===== src/rtl/rx_module.sv =====
// UART receiver: 16x-oversampled deserialiser with runtime data/stop/parity
// configuration, one-cycle valid strobe and parity/framing error flags.
module rx_module (
    input  logic       clk_i,
    input  logic       rst_i,
    input  logic       rx_en_i,
    input  logic       baud_tick_i,
    input  logic [4:0] rx_conf_i,
    input  logic       uart_rx_i,
    output logic [7:0] rx_data_o,
    output logic       rx_valid_o,
    output logic       parity_err_o,
    output logic       frame_err_o,
    output logic       rx_busy_o
);

    typedef struct packed {
        logic [1:0] data_size;
        logic [1:0] stop_size;
        logic       parity_en;
    } rx_conf_t;

    typedef enum logic [2:0] {
        IDLE,
        START_CHECK,
        RECV_DATA,
        RECV_PARITY,
        RECV_STOP,
        DONE
    } state_e;

    state_e     state_q;
    rx_conf_t   conf_q;
    logic       rx_meta_q;
    logic       rx_s_q;
    logic [3:0] tick_cnt_q;
    logic [3:0] tick_cnt_d;
    logic [2:0] bit_cnt_q;
    logic [2:0] last_bit;
    logic       stop_second_q;
    logic [7:0] shift_q;
    logic       perr_q;
    logic       ferr_q;
    logic [7:0] rx_data_q;
    logic       rx_valid_q;
    logic       parity_err_q;
    logic       frame_err_q;
    logic       mid_bit;

    assign tick_cnt_d = tick_cnt_q + 4'd1;
    // The 16th tick of each bit period lands in the middle of the next bit.
    assign mid_bit    = baud_tick_i && (tick_cnt_q == 4'd15);
    // data_size + 4 is simply data_size with bit 2 set.
    assign last_bit   = {1'b1, conf_q.data_size};

    // Idle-high reset value keeps reset release from looking like a start bit.
    always_ff @(posedge clk_i or posedge rst_i) begin
        if (rst_i) begin
            rx_meta_q <= 1'b1;
            rx_s_q    <= 1'b1;
        end else begin
            // NOTE: non-blocking assignments make both flops sample the old values,
            // giving two real stages instead of one collapsed stage.
            rx_meta_q <= uart_rx_i;
            rx_s_q    <= rx_meta_q;
        end
    end

    always_ff @(posedge clk_i or posedge rst_i) begin
        if (rst_i) begin
            state_q       <= IDLE;
            conf_q        <= '0;
            tick_cnt_q    <= '0;
            bit_cnt_q     <= '0;
            stop_second_q <= 1'b0;
            shift_q       <= '0;
            perr_q        <= 1'b0;
            ferr_q        <= 1'b0;
            rx_data_q     <= '0;
            rx_valid_q    <= 1'b0;
            parity_err_q  <= 1'b0;
            frame_err_q   <= 1'b0;
        end else begin
            rx_valid_q <= 1'b0;
            if (state_q != IDLE && !rx_en_i) begin
                state_q <= IDLE;
            end else begin
                case (state_q)
                    IDLE: begin
                        if (rx_en_i && !rx_s_q) begin
                            tick_cnt_q <= '0;
                            conf_q     <= rx_conf_i;
                            shift_q    <= '0;
                            perr_q     <= 1'b0;
                            ferr_q     <= 1'b0;
                            state_q    <= START_CHECK;
                        end
                    end
                    START_CHECK: begin
                        if (baud_tick_i) begin
                            if (tick_cnt_q == 4'd7) begin
                                tick_cnt_q <= '0;
                                bit_cnt_q  <= '0;
                                state_q    <= rx_s_q ? IDLE : RECV_DATA;
                            end else begin
                                tick_cnt_q <= tick_cnt_d;
                            end
                        end
                    end
                    RECV_DATA: begin
                        if (baud_tick_i) tick_cnt_q <= tick_cnt_d;
                        if (mid_bit) begin
                            shift_q[bit_cnt_q] <= rx_s_q;
                            if (bit_cnt_q == last_bit) begin
                                stop_second_q <= 1'b0;
                                state_q       <= conf_q.parity_en ? RECV_PARITY : RECV_STOP;
                            end else begin
                                bit_cnt_q <= bit_cnt_q + 3'd1;
                            end
                        end
                    end
                    RECV_PARITY: begin
                        if (baud_tick_i) tick_cnt_q <= tick_cnt_d;
                        if (mid_bit) begin
                            perr_q  <= ^{shift_q, rx_s_q};
                            state_q <= RECV_STOP;
                        end
                    end
                    RECV_STOP: begin
                        if (baud_tick_i) tick_cnt_q <= tick_cnt_d;
                        if (mid_bit) begin
                            if (!rx_s_q) ferr_q <= 1'b1;
                            if (conf_q.stop_size != 2'b00 && !stop_second_q) begin
                                stop_second_q <= 1'b1;
                            end else begin
                                state_q <= DONE;
                            end
                        end
                    end
                    DONE: begin
                        rx_data_q    <= shift_q;
                        rx_valid_q   <= 1'b1;
                        parity_err_q <= perr_q;
                        frame_err_q  <= ferr_q;
                        state_q      <= IDLE;
                    end
                    default: state_q <= IDLE;
                endcase
            end
        end
    end

    assign rx_data_o    = rx_data_q;
    assign rx_valid_o   = rx_valid_q;
    assign parity_err_o = parity_err_q;
    assign frame_err_o  = frame_err_q;
    assign rx_busy_o    = (state_q != IDLE);

endmodule


===== config.mk =====
export PLATFORM = sky130hd
export DESIGN_NAME = rx_module
export DESIGN_NICKNAME = d
export VERILOG_FILES = /design/src/rtl/rx_module.sv
export SDC_FILE = /design/constraint.sdc
export NUM_CORES = 1
export LEC_CHECK = 0
export BUFFER_PORTS_ARGS = -buffer_cell sky130_fd_sc_hd__buf_4
export CAP_MARGIN = 15
export CORE_UTILIZATION = 58
export CTS_CLUSTER_DIAMETER = 30
export DETAILED_ROUTE_END_ITERATION = 8
export PLACE_DENSITY = 0.85
export SKIP_CTS_REPAIR_TIMING = 1
export SYNTH_ARGS = -nofsm -noshare
export SYNTH_HDL_FRONTEND = slang
export SYNTH_SLANG_ARGS = --single-unit

===== constraint.sdc =====
create_clock -name clk_i -period 2 [get_ports clk_i]
set_input_delay 0.5 -clock clk_i [delete_from_list [all_inputs] [get_ports clk_i]]
set_output_delay 0.5 -clock clk_i [all_outputs]
set_load 0.1 [all_outputs]

### Yosys cells after proc, flatten, opt, wreduce, memory -nomap -nowiden

Cells that the tools add are included.

| word-level totals | value |
|---|---|
| flip-flop bits (word level) | 39 |
| output and inout bits | 12 |

| operators by class | value |
|---|---|
| $add $sub $neg | 2 |
| $lt $le $gt $ge | 2 |
| equality and inequality tests | 27 |
| muxes and demuxes | 41 |
| bitwise gates (word level) | 1 |
| reduce and logical (&&, ||, !) cells | 28 |

Operator list:

| cell | count |
|---|---|
| $mux W3 | 14 |
| $ne A3 B3 Y1 const B | 8 |
| $ne A2 B2 Y1 const B | 10 |
| $mux W4 | 4 |
| $mux W8 | 2 |
| $pmux W8 S2 | 1 |
| $pmux W3 S5 | 1 |
| $pmux W4 S3 | 1 |
| $reduce_and A6 Y1 | 2 |
| $reduce_bool A2 Y1 | 6 |
| $mux W1 | 11 |
| $reduce_and A5 Y1 | 2 |
| $reduce_xor A9 Y1 | 1 |
| $bwmux W8 | 1 |
| $reduce_and A4 Y1 | 2 |
| $reduce_and A8 Y1 | 1 |
| $eq A3 B2 Y1 const B | 2 |
| $eq A3 B3 Y1 const B | 2 |
| $pmux W1 S2 | 3 |
| $pmux W3 S2 | 1 |
| $reduce_bool A3 Y1 | 2 |
| $logic_and A1 B1 Y1 | 5 |
| $add A4 B1 Y4 const B | 1 |
| $eq A4 B3 Y1 const B | 1 |
| 15 further kinds | 17 |

### Longest topological paths before layout

Gate-level depths: netlist of the first run.

| logic depth | value |
|---|---|
| word-level depth | 7 |
| mapped depth | 7 |
| gate-level depth less buffers | 6 |

### Worst setup path after synthesis of the first run

No wires, ideal clock.

| timing path | value |
|---|---|
| kind | reg2out |
| from | register state_q[0] |
| to | output rx_busy_o |
| data arrival time | 1238 ps |
| required time | 1500 ps |
| slack | 262 ps |
| stages on the path, launching flop included | 3 |
| buffers on the path | 0 |
| path through | dfrtp_1 > nor2_1 > nand2_1 |

| on the way | value |
|---|---|
| cells in the longest elaborated chain, start to end | 1 |

RTL lines:

| element | line | text |
|---|---|---|
| start, declared | 32 | `state_e state_q;` |
| start signal, assigned | 104 | `state_q <= rx_s_q ? IDLE : RECV_DATA;` |
| start signal, assigned | 116 | `state_q <= conf_q.parity_en ? RECV_PARITY : RECV_STOP;` |
| $reduce_bool A3 Y1 | 157 | `assign rx_busy_o = (state_q != IDLE);` |
| end, declared | 14 | `output logic rx_busy_o` |

No other way between the ends.

### Worst setup path after layout of the first run

Ends and elaborated chain as after synthesis.

==> flow_summary.ini, run 1 <==
[global_routing]
grt_max_degree = 40
gr-total-overflow = 0
grt_first_pass_wirelength_um = 7920
antenna_found_initial = 0
grt_pass1_vias = 1758
grt_use_total_pct = 26.5

[power]
peakVddDrop_mv = 0.778
p_leak_uw = 0.00112
powerDensity_nw_per_um2 = 1120
p_total_uw = 2710

[layout]
fin_cells = 303
area_growth_pct = 14.3
layout_common_cells = nand2_1 (40), dfrtp_1 (34), buf_4 (31)
n_antenna_cell = 0
drive_gt1_share_pct = 24.9
finalNetCount = 268
fin_area_um2 = 2410
final_common_cell = nand2_1

[detailed_routing]
firstDrtPassIters = 4
routedWlPerCell_um = 14.8
vias_per_cell = 5.89
vias = 1785
finalWirelength_um = 4490
drt_iter0_markers = 85
route.detailed.drc = 0
ant_nets = 0

[cts]
clock_sinks = 39
htree_levels = 2
clock_path_buffers = 2
clk_pin_slew_worst_paths_ns = 0.11
cts-root-buf = clkbuf_4
insertion_delay_ns = 0.36
cts_tree = built
numCtsBuffers = 5

[sta]
tightest_slew_ns = 0.497
slew_violations = 0
fin_skew_ns = 0.0129
period_needed_ns = 1.92
finalCritPeriodShare_pct = 95.9
maxSlewHeadroom_pct = 66.9
fmax_mhz = 521
setup_viol = 0
final.setup.tns_ns = 0
final_hold_viol_count = 0

[logic_synthesis]
synth_cells = 231
netlist_top_cells_area = dfrtp_1 (44%), nand2_1 (7.1%), o21ai_0 (4.5%), xnor2_1 (4.1%), a31oi_1 (3.3%)
synth-async-reset-ratio_pct = 100
synth_ff_type = dfrtp_1
syn_area_um2 = 2110
synth.largest_area_cell = dfrtp_1
synth_top_area_share_pct = 43.8
ys_warn_count = 0
syn_avg_cell_area_um2 = 9.14
synthesis.nets = 243
synth_edf_count = 0
synth_cell_types = 52
ys_ff_latch = 39
seq_area_frac_synth_pct = 46.3

[job]
cap_violations = 0

[placed_design]
port-buffer-count = 21
gp_congestion = 0.906
place_area_um2 = 2320
post-place-cells = 294
dpl.hpwl_um = 3230

[critical_path]
crit_path_end_kind = output pin
cp_max_fo = 11
required_ns = 1.50
cp.arrival_ns = 1.42
start_kind = register
path_class = reg2out

[floorplan]
initial_core_util_pct = 61.8
die_w_um = 62.3
fp.coreArea_um2 = 3420
die_h_um = 62.3
rows = 21
fp.dieArea_um2 = 3890
pin_count = 22

[hold_path]
min_path_type = in2async

[outcome]
status = complete, no violations
path summary, 6_finish.rpt:
| path | start | endpoint | slack [ns] | depth (start not counted) |
|---|---|---|---|---|
| worst max-delay path | state_q[0] | rx_busy_o | 0.08 | 3 |
| worst min-delay path | rst_i | parity_err_o | 0.24 | 3 |
| worst max register to register | tick_cnt_q[0] | state_q[1] | 0.11 | 6 |
| worst min register to register | rx_meta_q | rx_s_q | 0.37 | 0 |
| max in group asynchronous | rst_i | rx_s_q | 1.38 | 3 |
| min in group clk_i | uart_rx_i | rx_meta_q | 0.24 | 1 |
power by group:
| part | switching [uW] | internal (uW) | leakage, uW |
|---|---|---|---|
| clock | 260 | 205 | 0.0000375 |
| combinational | 663 | 490 | 0.000563 |
| sequential | 175 | 913 | 0.000516 |
| total | 1100 | 1610 | 0.00112 |
state kept, by name, summed over array words and instances, names as in the netlist:
name and count:
frame_err_o 1, perr_q 1, parity_err_o 1, rx_s_q 1, rx_data_o 8, ferr_q 1, state_q 3, rx_meta_q 1
conf_q 5, rx_valid_o 1, tick_cnt_q 4, stop_second_q 1, shift_q 8, bit_cnt_q 3
worst max-delay path: stages, from the launching register on:
cell and delay, ns:
dfrtp_2 0.53, nor2_2 0.23, nand2_1 0.08, buf_4 0.23
layout make-up:
| cell class | instances | area, um2 |
|---|---|---|
| sequential | 39 | 982 |
| tap | 46 | 57.6 |
| clock buffer | 7 | 65.1 |
| clock inverter | 1 | 7.51 |
| fill | 289 | 1000 |
| inverter | 6 | 25.0 |
| multi-input combinational | 173 | 1040 |
| timing repair buffer | 31 | 233 |
synth_stat cells (2+ instances only):
library cell	count
o211ai_1	2
nor2b_1	2
xnor2_1	10
dfstp_2	2
nand4_1	3
o21a_1	4
o21ai_1	5
nand2_1	40
mux2_2	6
or2_2	2
nor3_1	3
buf_2	4
clkbuf_1	7
o21ai_0	19
a31oi_1	11
a21o_1	2
inv_1	4
nand2b_1	2
nand3_1	7
nand4b_1	2
ha_1	2
o31ai_1	3
and3_1	2
nor2_1	18
a21oi_1	6
dfrtp_1	37
layer usage:
layer	global-route usage [%]	part of all wire (%)	wire [um]	vias up
met1	31.9	41	1860	843
met2	44.9	50	2270	62
met3	6.25	5.7	258	10
met4	11.9	2.4	109	0
met5	0	0	0	-
li1	-	-	-	870
metrics by stage:
step	utilization (%)	setup WS (ns)	hold WS, ns
finish	70.7	0.0812	0.241
global route	70.7	-0.0119	0.223
CTS	70.1	-0.0755	0.224
detailed placement	68.0	0.0987	0.351
global placement	68.0	0.156	0.347
floorplan	-	0.262	0.345
cells by family (layout without fill, tap and decap cells):
kind of cell    count (synthesis)  after routing  synth area share [%]
mux                             7              7                  3.91
compound gates                 62             62                  18.7
buf+inv                        19             45                  4.56
fa+ha+maj                       2              2                  1.18
simple gates                   91             91                  20.8
flops                          39             39                  46.3
xor+xnor                       11             11                  4.56
Power figures use the tool's default switching activity.
==> inputs of run 2 (changes only) <==
- ABC_CLOCK_PERIOD_IN_PS: unset -> 2000
- CORE_UTILIZATION: 58 -> 59
- CTS_BUF_LIST: unset -> sky130_fd_sc_hd__clkbuf_8
- PLACE_DENSITY: 0.85 -> 0.86
==> run 2 against run 1 <==
  * Global-route usage down 1.6 points
  * Clock-buffer cell count fell by 2
  * Design area rose by 1.5%
  * Largest power group unchanged
  * Sequential share of layout area fell by 0.63 points
==> flow_summary.ini, run 2 (synthesis gave the netlist of run 1 again) <==
[outcome]
status = complete, no violations

[critical_path]
crit_start = state_q[2]
cp_max_fo = 10
r2r_slack_ns = 0.13
r2r_cells = 6
start_kind = register
r2r-end = shift_q[7]
required_ns = 1.50
path_class = reg2out
critPathCapture = rx_busy_o
worstReg2RegStart = tick_cnt_q[0]
crit_path_end_kind = output pin
cp.arrival_ns = 1.40

[cts]
cts_tree = built
cts-root-buf = clkbuf_8
htree_levels = 2
clock_path_buffers = 2
clock_sinks = 39
insertion_delay_ns = 0.30
numCtsBuffers = 5
clk_pin_slew_worst_paths_ns = 0.07

[detailed_routing]
drt_iter0_markers = 97
routedWlPerCell_um = 13.6
vias = 1744
route.detailed.drc = 0
vias_per_cell = 5.76
finalWirelength_um = 4130
ant_nets = 0
firstDrtPassIters = 4

[power]
internal_power_uw = 1770
power_frac_comb_pct = 39.3
p_sw_uw = 1100
p_leak_uw = 0.00114
p_sw_share_pct = 38.4
peakVddDrop_mv = 1.09
powerDensity_nw_per_um2 = 1170
p_seq_share_pct = 38.1
power_frac_clock_pct = 22.5

[hold_path]
min_path_type = in2reg
hp-start = uart_rx_i

[floorplan]
die_h_um = 61.8
die_w_um = 61.8
fp.coreArea_um2 = 3390
initial_core_util_pct = 62.3
rows = 21
fp.dieArea_um2 = 3820
pin_count = 22

[sta]
finalCritPeriodShare_pct = 95.0
setup_viol = 0
fmax_mhz = 526
tightest_slew_ns = 0.484
hold_ws_ns = 0.308
maxSlewHeadroom_pct = 67.7
slew_violations = 0
final.setup.tns_ns = 0
rsz0062_at_grt = false
final_hold_viol_count = 0
fin_skew_ns = 0.00694
period_needed_ns = 1.90

[layout]
layout_common_cells = nand2_1 (40), dfrtp_1 (35), buf_4 (31)
area_growth_pct = 15.9
fin_area_um2 = 2450
n_antenna_cell = 0
finalNetCount = 268
drive_gt1_share_pct = 23.7
fin_cells = 303
final_common_cell = nand2_1

[global_routing]
gr-total-overflow = 0
grt_max_degree = 40
grt_use_total_pct = 24.8
grt_pass1_vias = 1586
antenna_found_initial = 0
grt_first_pass_wirelength_um = 6800

[placed_design]
port-buffer-count = 21
dpl.hpwl_um = 2980
gp_congestion = 0.901
post-place-cells = 294
place_area_um2 = 2320

[job]
cap_violations = 0
## run 2: power by group through the flow
stage | combinational [uW] | clock (uW) | sequential [uW]
3_3_place_gp | 1070 | 0 | 1090
6_report | 1130 | 648 | 1100
5_1_grt | 1250 | 690 | 1120
2_1_floorplan | 927 | 0 | 1030
3_5_place_dp | 1110 | 0 | 1100
4_1_cts | 1120 | 661 | 1080
## run 2: per-stage QoR
| stage | util, % | setup slack [ns] | power, uW |
|---|---|---|---|
| floorplan | - | 0.262 | 1950 |
| global placement | 68.5 | 0.141 | 2170 |
| detailed placement | 68.5 | 0.0462 | 2210 |
| finish | 72.2 | 0.0995 | 2880 |
| CTS | 71.9 | -0.0526 | 2860 |
| global route | 72.2 | 0.00757 | 3060 |
## run 2: layer usage
layer	GRT usage [%]	share of wire, %
met1	29.4	44
met2	42.7	48
met3	5.80	5.7
met4	11.7	2.7
met5	0	0
## run 2: area by class of cell
type	count	area [um2]
timing repair buffer	31	233
clock inverter	3	43.8
sequential	39	981
inverter	6	25.0
fill	272	941
tap	46	57.6
multi-input combinational	173	1040
clock buffer	5	68.8
## run 2: worst min path at each step
stage	endpoint	slack, ns	cells past startpoint
5_1_grt	rx_meta_q	0.30	1
2_1_floorplan	rx_s_q	0.35	0
4_1_cts	rx_meta_q	0.30	1
3_5_place_dp	rx_s_q	0.35	0
3_3_place_gp	rx_s_q	0.35	0
6_report	rx_meta_q	0.31	1
## run 2: critical path: stages (launching register included)
cell	delay, ns
dfrtp_1	0.53
inv_2	0.06
buf_4	0.17
nand2_1	0.06
buf_4	0.28
==> inputs of run 3 (changes only) <==
- CORE_UTILIZATION: 59 -> 58
- PLACE_DENSITY: 0.86 -> 0.85
==> run 3 against run 2 <==
  * Design area shrank 0.31%
  * Largest power group unchanged
  * First-iteration DRC count rose by 19%
  * Fmax fell by 0.15%
  * Clock skew is 0.0010 ns lower
  * Worst hold slack improved by 0.0014 ns
  * Flip-flop and latch count unchanged
  * Clock-buffer cell count increased by 2
  * Core utilization down 0.78 points
  * Sequential share of layout area grew 0.12 points
  * Setup slack worse by 0.0028 ns
  * Power shrank 2.2%
  * Non-clock buffer count unchanged
==> flow_summary.ini, run 3 (synthesis gave the netlist of run 1 again) <==
[layout]
layout_common_cells = nand2_1 (40), dfrtp_1 (35), buf_4 (31)
drive_gt1_share_pct = 24.1
final_util_pct = 71.5
final_common_cell = nand2_1
finalNetCount = 268
area_growth_pct = 15.6
n_antenna_cell = 0

[critical_path]
critPathTopFamily = flip-flops
r2r-end = state_q[1]
worstReg2RegStart = tick_cnt_q[0]
start_kind = register
crit_start = state_q[0]
crit_chain = nor2_1, nand2_1, buf_4
cpPeakStageDelay_ns = 0.51
critPathSlowestCell = dfrtp_2
required_ns = 1.50
path_buf_inv = 1
crit_path_end_kind = output pin
cp_max_fo = 11
cp.arrival_ns = 1.40
r2r_cells = 6
r2r_slack_ns = 0.11
path_class = reg2out

[cts]
numCtsBuffers = 5
cts-root-buf = clkbuf_8
cts_tree = built
clk_pin_slew_worst_paths_ns = 0.07
clock_path_buffers = 2
insertion_delay_ns = 0.29
clock_sinks = 39
htree_levels = 2

[sta]
rsz0062_at_grt = false
fin_skew_ns = 0.00589
maxSlewHeadroom_pct = 68.1
final.setup.tns_ns = 0
hold_ws_ns = 0.309
tightest_slew_ns = 0.479
setup_viol = 0
slew_violations = 0
period_needed_ns = 1.90
fmax_mhz = 525
final_hold_viol_count = 0
fin_ws_ns = 0.0967
finalCritPeriodShare_pct = 95.2

[power]
p_sw_uw = 1100
p_seq_share_pct = 38.5
p_total_uw = 2810
power_frac_comb_pct = 40.8
p_sw_share_pct = 39.1
powerDensity_nw_per_um2 = 1150
power_frac_clock_pct = 20.7
peakVddDrop_mv = 0.784
p_leak_uw = 0.00113
internal_power_uw = 1710

[detailed_routing]
drt_iter0_markers = 115
firstDrtPassIters = 5
routedWlPerCell_um = 14.6
ant_nets = 0
vias_per_cell = 5.96
vias = 1807
finalWirelength_um = 4430
route.detailed.drc = 0

[floorplan]
fp.coreArea_um2 = 3420
die_h_um = 62.3
rows = 21
pin_count = 22
die_w_um = 62.3
fp.dieArea_um2 = 3890
initial_core_util_pct = 61.8

[global_routing]
gr-total-overflow = 0
antenna_found_initial = 0
grt_pass1_vias = 1766
grt_use_total_pct = 26.3
grt_max_degree = 40
grt_first_pass_wirelength_um = 7910

[placed_design]
place_ws_ns = 0.0987
port-buffer-count = 21
dpl.hpwl_um = 3230
gp_congestion = 0.906

[outcome]
status = complete, no violations

[job]
cap_violations = 0

[hold_path]
min_path_type = in2async
run 3: cell count changes in the layout (fill, tap and decap cells not counted), sizes merged:
cell	before	now
bufinv	1	0
clkinvlp	0	1
clkinv	2	0
clkbuf	5	7
run 3: worst max path at each step:
stage                     slack, ns  cells past startpoint         end
after floorplan                0.26                      2   rx_busy_o
after global placement         0.16                      5  state_q[1]
after detailed placement        0.1                      6  state_q[1]
after CTS                     0.007                      3   rx_busy_o
after global routing          0.001                      6  state_q[1]
final                           0.1                      3   rx_busy_o
run 3: tightest hold or removal path, cell delays in order:
cell	delay, ns
buf_4	0.11
inv_1	0.04
buf_4	0.40
run 3: power groups by stage:
stage          logic (uW)  registers [uW]  clock network [uW]
2_1_floorplan         927            1030                   0
3_3_place_gp         1080            1090                   0
3_5_place_dp         1130            1090                   0
4_1_cts              1130            1070                 592
5_1_grt              1270            1110                 631
6_report             1150            1080                 582
run 3: cell type report:
type,instances,area [um2]
Multi-Input combinational cell,173,1040
Sequential cell,39,981
Fill cell,288,975
Timing Repair Buffer,31,233
Clock buffer,7,96.3
Tap cell,46,57.6
Inverter,6,25.0
Clock inverter,1,7.51
run 3: stage by stage:
stage | cells | area, um2
finish | 303 | 2440
global placement | 294 | 2320
CTS | 302 | 2430
global route | 303 | 2440
detailed placement | 294 | 2320
floorplan | 231 | 2110
run 3: routing by layer:
metal | vias to the layer above | track usage (%) | wire length (um)
li1 | 868 | - | -
met5 | - | 0 | 0
met4 | 0 | 9.59 | 106
met1 | 873 | 32.3 | 1880
met2 | 54 | 44.6 | 2230
met3 | 12 | 6.62 | 205
